===== src/rtl/adc_cap_pkg.sv =====
// ============================================================================
// Module   : adc_cap_pkg
// Purpose  : Shared types and constants for the ADC capture sequencer.
// Revision : 1.0 - initial release
// ============================================================================
`default_nettype none

package adc_cap_pkg;

    typedef enum logic [2:0] {
        IDLE    = 3'd0,
        FLUSH   = 3'd1,
        CAPTURE = 3'd2,
        DRAIN   = 3'd3,
        DONE    = 3'd4
    } cap_state_t;

    localparam int c_DATA_W_DFLT = 12;
    // FIFO entry is {last, sample}; the last flag sits in the MSB.
    localparam int c_ENTRY_W     = c_DATA_W_DFLT + 1;
    localparam int c_OVF_CNT_W   = 16;

    function automatic int fifo_entry_w(input int data_w);
        return data_w + 1;
    endfunction

endpackage

`default_nettype wire


===== src/rtl/adc_cap_fifo.sv =====
// ============================================================================
// Module   : adc_cap_fifo
// Purpose  : Synchronous FIFO with flop-based storage, full/empty flags and
//            a flush input. Output reads zero while empty.
// Revision : 1.0 - initial release
// ============================================================================
`default_nettype none

module adc_cap_fifo
    import adc_cap_pkg::*;
#(
    parameter int WIDTH = c_ENTRY_W,
    parameter int DEPTH = 16
) (
    input  logic             clk,
    input  logic             rst,
    input  logic             i_flush,
    input  logic             i_wr_en,
    input  logic [WIDTH-1:0] i_wr_data,
    input  logic             i_rd_en,
    output logic [WIDTH-1:0] o_rd_data,
    output logic             o_empty,
    output logic             o_full
);

    localparam int c_AW    = $clog2(DEPTH);
    localparam int c_CNT_W = c_AW + 1;

    logic [WIDTH-1:0]   r_mem [DEPTH];
    logic [c_AW-1:0]    r_wr_ptr;
    logic [c_AW-1:0]    r_rd_ptr;
    logic [c_CNT_W-1:0] r_count;
    logic               w_do_wr;
    logic               w_do_rd;

    assign o_empty   = (r_count == '0);
    assign o_full    = (r_count == c_CNT_W'(DEPTH));
    assign w_do_rd   = i_rd_en && !o_empty;
    // A read in the same cycle frees the slot, so a write into a full FIFO succeeds.
    assign w_do_wr   = i_wr_en && (!o_full || w_do_rd);
    assign o_rd_data = o_empty ? '0 : r_mem[r_rd_ptr];

    always_ff @(posedge clk) begin
        if (rst || i_flush) begin
            r_wr_ptr <= '0;
            r_rd_ptr <= '0;
            r_count  <= '0;
        end else begin
            if (w_do_wr) r_wr_ptr <= r_wr_ptr + c_AW'(1);
            if (w_do_rd) r_rd_ptr <= r_rd_ptr + c_AW'(1);
            case ({w_do_wr, w_do_rd})
                2'b10:   r_count <= r_count + c_CNT_W'(1);
                2'b01:   r_count <= r_count - c_CNT_W'(1);
                default: r_count <= r_count;
            endcase
        end
    end

    always_ff @(posedge clk) begin
        if (w_do_wr && !i_flush && !rst) r_mem[r_wr_ptr] <= i_wr_data;
    end

endmodule

`default_nettype wire


===== src/rtl/adc_capture_ctrl.sv =====
// ============================================================================
// Module   : adc_capture_ctrl
// Purpose  : AD9235 capture sequencer: enables the sample clock, discards the
//            pipeline-latency strobes, captures a fixed number of samples
//            into a FIFO and streams them out. Define ADC_CAP_OVF_CNT_EN to
//            add the o_ovf_cnt dropped-sample counter.
// Revision : 1.0 - initial release
// ============================================================================
`default_nettype none

module adc_capture_ctrl
    import adc_cap_pkg::*;
#(
    parameter int CNT_W      = 12,
    parameter int DATA_W     = 12,
    parameter int LEN_W      = 16,
    parameter int FIFO_DEPTH = 16,
    parameter int PIPE_DLY   = 7
) (
    input  logic              clk,
    input  logic              rst,
    input  logic              i_start,
    input  logic              i_abort,
    input  logic [CNT_W-1:0]  i_div_cfg,
    input  logic [LEN_W-1:0]  i_num_samples,
    output logic              o_busy,
    output logic              o_done,
    output logic              o_adc_en,
    output logic [CNT_W-1:0]  o_adc_div,
    input  logic              i_adc_fall,
    input  logic [DATA_W-1:0] i_adc_data,
    output logic [DATA_W-1:0] o_m_data,
    output logic              o_m_valid,
    input  logic              i_m_ready,
    output logic              o_m_last,
    output logic              o_overflow
`ifdef ADC_CAP_OVF_CNT_EN
    ,
    output logic [c_OVF_CNT_W-1:0] o_ovf_cnt
`endif
);

    localparam int c_FIFO_W = fifo_entry_w(DATA_W);
    localparam int c_DLY_W  = (PIPE_DLY > 1) ? $clog2(PIPE_DLY) : 1;

    cap_state_t          r_state;
    cap_state_t          w_state_nxt;
    logic [CNT_W-1:0]    r_adc_div;
    logic [LEN_W-1:0]    r_len;
    logic [LEN_W-1:0]    r_smp_cnt;
    logic [c_DLY_W-1:0]  r_fall_cnt;
    logic                r_adc_en;
    logic                r_overflow;

    logic                w_accept;
    logic                w_fall_inc;
    logic                w_wr_en;
    logic                w_drop;
    logic                w_can_write;
    logic                w_is_last;
    logic                w_flush_last;
    logic [LEN_W-1:0]    w_smp_nxt;
    logic [c_FIFO_W-1:0] w_rd_data;
    logic                w_fifo_empty;
    logic                w_fifo_full;

    assign w_smp_nxt    = r_smp_cnt + LEN_W'(1);
    assign w_is_last    = (w_smp_nxt == r_len);
    assign w_flush_last = (r_fall_cnt == c_DLY_W'(PIPE_DLY - 1));
    assign w_can_write  = !w_fifo_full || i_m_ready;

    always_ff @(posedge clk) begin
        if (rst) r_state <= IDLE;
        else     r_state <= w_state_nxt;
    end

    always_comb begin
        w_state_nxt = r_state;
        w_accept    = 1'b0;
        w_fall_inc  = 1'b0;
        w_wr_en     = 1'b0;
        w_drop      = 1'b0;
        if (i_abort) begin
            w_state_nxt = IDLE;
        end else begin
            case (r_state)
                IDLE: begin
                    if (i_start && (i_num_samples != '0)) begin
                        w_accept    = 1'b1;
                        w_state_nxt = FLUSH;
                    end
                end
                FLUSH: begin
                    if (PIPE_DLY == 0) begin
                        w_state_nxt = CAPTURE;
                    end else if (i_adc_fall) begin
                        w_fall_inc = 1'b1;
                        if (w_flush_last) w_state_nxt = CAPTURE;
                    end
                end
                CAPTURE: begin
                    if (i_adc_fall) begin
                        if (w_can_write) begin
                            w_wr_en = 1'b1;
                            if (w_is_last) w_state_nxt = DRAIN;
                        end else begin
                            w_drop = 1'b1;
                        end
                    end
                end
                DRAIN: begin
                    if (o_m_valid && i_m_ready && o_m_last) w_state_nxt = DONE;
                end
                DONE:    w_state_nxt = IDLE;
                default: w_state_nxt = IDLE;
            endcase
        end
    end

    // Abort clears the counters but keeps the divider and the sticky overflow.
    always_ff @(posedge clk) begin
        if (rst) begin
            r_adc_div  <= '0;
            r_len      <= '0;
            r_smp_cnt  <= '0;
            r_fall_cnt <= '0;
            r_adc_en   <= 1'b0;
            r_overflow <= 1'b0;
        end else if (i_abort) begin
            r_adc_en   <= 1'b0;
            r_smp_cnt  <= '0;
            r_fall_cnt <= '0;
        end else begin
            if (w_accept) begin
                r_adc_div  <= i_div_cfg;
                r_len      <= i_num_samples;
                r_smp_cnt  <= '0;
                r_fall_cnt <= '0;
                r_adc_en   <= 1'b1;
                r_overflow <= 1'b0;
            end
            if (w_fall_inc) r_fall_cnt <= r_fall_cnt + c_DLY_W'(1);
            if (w_wr_en) begin
                r_smp_cnt <= w_smp_nxt;
                if (w_is_last) r_adc_en <= 1'b0;
            end
            if (w_drop) r_overflow <= 1'b1;
        end
    end

`ifdef ADC_CAP_OVF_CNT_EN
    logic [c_OVF_CNT_W-1:0] r_ovf_cnt;

    always_ff @(posedge clk) begin
        if (rst) begin
            r_ovf_cnt <= '0;
        end else if (!i_abort) begin
            if (w_accept)                       r_ovf_cnt <= '0;
            else if (w_drop && (r_ovf_cnt != '1)) r_ovf_cnt <= r_ovf_cnt + c_OVF_CNT_W'(1);
        end
    end

    assign o_ovf_cnt = r_ovf_cnt;
`endif

    adc_cap_fifo #(
        .WIDTH (c_FIFO_W),
        .DEPTH (FIFO_DEPTH)
    ) u_fifo (
        .clk       (clk),
        .rst       (rst),
        .i_flush   (i_abort),
        .i_wr_en   (w_wr_en),
        .i_wr_data ({w_is_last, i_adc_data}),
        .i_rd_en   (i_m_ready),
        .o_rd_data (w_rd_data),
        .o_empty   (w_fifo_empty),
        .o_full    (w_fifo_full)
    );

    assign o_busy     = (r_state != IDLE);
    assign o_done     = (r_state == DONE);
    assign o_adc_en   = r_adc_en;
    assign o_adc_div  = r_adc_div;
    assign o_overflow = r_overflow;
    assign o_m_valid  = !w_fifo_empty;
    assign o_m_data   = w_rd_data[DATA_W-1:0];
    assign o_m_last   = w_rd_data[c_FIFO_W-1];

endmodule

`default_nettype wire


===== config.mk =====
export PLATFORM = sky130hd
export DESIGN_NAME = adc_capture_ctrl
export DESIGN_NICKNAME = d
export VERILOG_FILES = /design/src/rtl/adc_cap_pkg.sv /design/src/rtl/adc_cap_fifo.sv /design/src/rtl/adc_capture_ctrl.sv
export SDC_FILE = /design/constraint.sdc
export NUM_CORES = 1
export LEC_CHECK = 0
export CAP_MARGIN = 20
export CORE_AREA = 2 2 174 176
export DETAILED_ROUTE_END_ITERATION = 10
export DIE_AREA = 0 0 176 178
export DONT_BUFFER_PORTS = 1
export HOLD_SLACK_MARGIN = 0.12
export RECOVER_POWER = 25
export SYNTH_ARGS = -nofsm -noshare
export SYNTH_HDL_FRONTEND = slang
export SYNTH_SLANG_ARGS = --single-unit

===== constraint.sdc =====
create_clock -name clk -period 3.7 [get_ports clk]
set_input_delay 0.185 -clock clk [delete_from_list [all_inputs] [get_ports clk]]
set_output_delay 0.185 -clock clk [all_outputs]
set_load 0.03 [all_outputs]

==> impl_results.md <==
- Status: finished, final reports clean
- Clock transition at path regs: 0.06 ns
- Mean area per synthesized cell: 14.9 um^2
- RSZ-0062 raised after global routing: false
- Leakage: 4.45 nW
- Initial Utilization: 39.4%
- Post-synthesis register bit count: roughly 280
- Distinct cells, synth: 56
- GR Overflow Total: 0
- Row count: 63
- Pre-antenna DRT Iters: 4
- Cell count after synthesis: roughly 770
- Design Area, Final: 13600 um^2
- Antenna violations before repair: 1
- Total Neg Setup Slack: 0 ns
- Max-cap viol count: 0
- Crit path max fanout: 9
- First-pass GRT wire length: 39200 um
- Clock network latency to the later pin of the worst-skew pair: between 0.5 and 0.6 ns
- RR Endpoint: u_fifo.r_count[4]
- CP Class: flip-flop to flip-flop
- CTS tree: built
- Placed Instance Area: 12100 um^2
- Gpl congestion: 0.777
- Critical path origin: u_fifo.r_count[1]
- Vias in the first global route: 6787
- Die ar.: 31300 um^2
- Worst Tran Pin Value: ~0.74 ns
- CP endpoint kind: flip-flop
- Met2 usage: 27.6%
- CTS root buf: clkbuf_16
- Routed len/inst: 20.2 um
- ANT cells: 0
- Die height: 178 um
- Critical path's slowest cell: or4_1
- DRC viols: 0
- Gr usage total: 16.3%
- Setup violations, final: 0
- Crit share post-route: 91.1%
- Hpwl dp: 15500 um
- Vias: 6698
- Worst-path cell chain: or4_1, nor3b_2, nor2_1, inv_1, ha_1, xor2_1, ha_1, o21a_1, o22a_1, a21oi_1, xor2_1, or3_1, a21oi_1
- Post-DRT Antenna Nets: 0
- Max Freq: 297 MHz
- Area growth, synth to finish: 17.7%
- Final hold violation count: 0
- Layout cells sized above 1: roughly 16%
- Synth Flop Type: edfxtp_1
- R2r setup slk: 0.33 ns
- Critical Path RT: 4.17 ns
- Post-CTS sizing: 0
- Largest net degree at the start of global routing: 35
- Peak VDD IR: about 0.35 mV
- End of the critical path: u_fifo.r_count[4]
- Crit-path max cell delay: 0.59 ns
- Nets: 905
- Port buffer count: 0
- Min-Delay Path Class: primary input to flip-flop
- Pwr Total: 6.29 mW
- CP arrival: about 3.8 ns
- Global route hottest layer: met2
- Asr flop ratio synth: 0%
- Clk buf depth: 3
- Final WL: around 25000 um
- Pwr dens: 462 nW/um^2
- Clk sinks: between 200 and 300
- Grt met1 use: 22.1%
- Mapped Area: 11600 um^2
- Final Util: about 46%
- Die Width: roughly 180 um
- Main area contributors after synthesis: edfxtp_1 (54%), mux4_2 (12%), dfxtp_1 (12%)
- Synth top area share: 54.0%
- Clk_skew: 0.00939 ns
- IO Pins: 76
- Yosys warning total: 0
- Setup crit start kind: flip-flop
- Slew HR: 50.7%
- Placed Instances: 1142
- Sequential area share after synthesis: between 60% and 70%
- Initial DRC count: between 500 and 600
- Net Count, Synth: between 800 and 900
- CTS H-tree depth: 1
- Post-synth EDFFs: roughly 210
- R2R cell count: 13
- TritonCTS Buffers: 29
- Fin cells: 1257
- Met3 usage: 2.62%
- Synth area leader: edfxtp_1
- Reg2Reg Launch Point: u_fifo.r_count[1]
- Period minus WS final: ~3.4 ns
- Routed vias/inst: 5.33
- CORE AREA: 29400 um^2
- Slew Viols, Final: 0
==> per-layer routing <==
metal	share of wire, %	up-vias
li1	-	3102
met1	44	3375
met2	49	180
met3	4.9	41
met4	2.3	0
met5	0	-
==> cells in the mapped netlist (4+ instances only) <==
| library cell | n |
|---|---|
| edfxtp_1 | 208 |
| nand2_1 | 72 |
| dfxtp_1 | 69 |
| mux4_2 | 64 |
| a21oi_1 | 58 |
| nor2_1 | 51 |
| clkbuf_1 | 26 |
| o21ai_0 | 20 |
| xnor2_1 | 18 |
| xor2_1 | 16 |
| nor2b_1 | 15 |
| buf_2 | 13 |
| ha_1 | 12 |
| nand4_1 | 11 |
| nand3_1 | 9 |
| or3_1 | 8 |
| mux2i_1 | 7 |
| nand2b_1 | 7 |
| and2_1 | 6 |
| buf_1 | 6 |
| inv_1 | 6 |
| nand3b_1 | 6 |
| nor4_1 | 6 |
| or4_1 | 6 |
| and3_1 | 5 |
| a211oi_1 | 4 |
| a31oi_1 | 4 |
| and4_1 | 4 |
| buf_4 | 4 |
| nor3_1 | 4 |
==> metrics by stage <==
step / setup WS, ns / hold WS [ns]
2_1_floorplan: 0.301 / 0.284
3_3_place_gp: 0.371 / 0.269
3_5_place_dp: 0.319 / 0.271
4_1_cts: 0.313 / 0.123
5_1_grt: 0.0887 / 0.150
6_report: 0.329 / 0.150
==> layout make-up <==
class                           count  area (um^2)
Clock buffer                       38          769
Clock inverter                     13          128
Fill cell                        2508        15800
Inverter                            6         22.5
Multi-Input combinational cell    441         3700
Sequential cell                   277         7630
Tap cell                          390          488
Timing Repair Buffer               92          886
==> power by group <==
part | internal [mW] | switching, mW
Clock | 1.60 | 1.15
Combinational | 0.0733 | 0.0908
Sequential | 3.35 | 0.0262
Total | 5.02 | 1.27
==> flip-flops by register name (all words and copies together) (netlist names), named ones only <==
name and count:
u_fifo.r_mem 208, r_len 16, r_smp_cnt 16, o_adc_div 12, u_fifo.r_count 5, u_fifo.r_rd_ptr 4, u_fifo.r_wr_ptr 4, r_fall_cnt 3
r_state 3, o_adc_en 1, o_overflow 1
==> critical path, delay by kind of cell, from the launching register on <==
kind	cells	cell delay, ns
flip-flops	1	0.38
AO/OA/AOI/OAI	4	0.65
AND/OR/NAND/NOR	4	1.36
adder cells (fa/ha/maj)	2	0.60
XOR/XNOR	2	0.21
buffers and inverters	1	0.09
==> worst min path at each step <==
stage                  start                 end  slack, ns  depth (start not counted)
3_5_place_dp             rst           r_len[15]       0.27                          1
4_1_cts                  rst  u_fifo.r_mem[7][4]       0.12                          2
5_1_grt            i_m_ready          r_state[2]       0.15                          3
2_1_floorplan  i_adc_data[0]  u_fifo.r_mem[0][0]       0.28                          0
6_report                 rst  u_fifo.r_mem[5][5]       0.15                          2
3_3_place_gp             rst           r_len[15]       0.27                          1
==> timing repair <==
action | 4_1_cts | 5_1_grt
hold buffers | 64 | 0
hold endpoints to repair | 227 | 0
setup buffers | 0 | 0
==> cells in the final DEF (no fill, tap or decap), drive strengths merged, types with 2 or more instances in the layout <==
master         n
dlygate4sd3   63
clkinv        10
nor3b          4
a211oi         4
mux2i          7
nor2          52
ha            12
edfxtp       208
mux4          64
nor3           4
or3            9
nor2b         15
a41oi          2
o21ai         20
xor2          16
xnor2         18
and4           5
and3           5
a2111oi        2
a21oi         59
nand4         12
inv            7
buf           29
dfxtp         69
nand2         72
nand3b         6
nor4           6
clkbuf        38
or4            6
nand3          9
and2           6
bufinv         2
a31oi          4
nand2b         7
==> cells by family after synthesis <==
| kind of cell | after synthesis | synth area share [%] |
|---|---|---|
| compound gates | 102 | 5.17 |
| xor+xnor | 34 | 2.57 |
| fa+ha+maj | 12 | 1.30 |
| buf+inv | 56 | 2.15 |
| flops | 277 | 65.9 |
| mux | 71 | 13.1 |
| simple gates | 222 | 9.83 |
(Power assumes the default switching activity.)
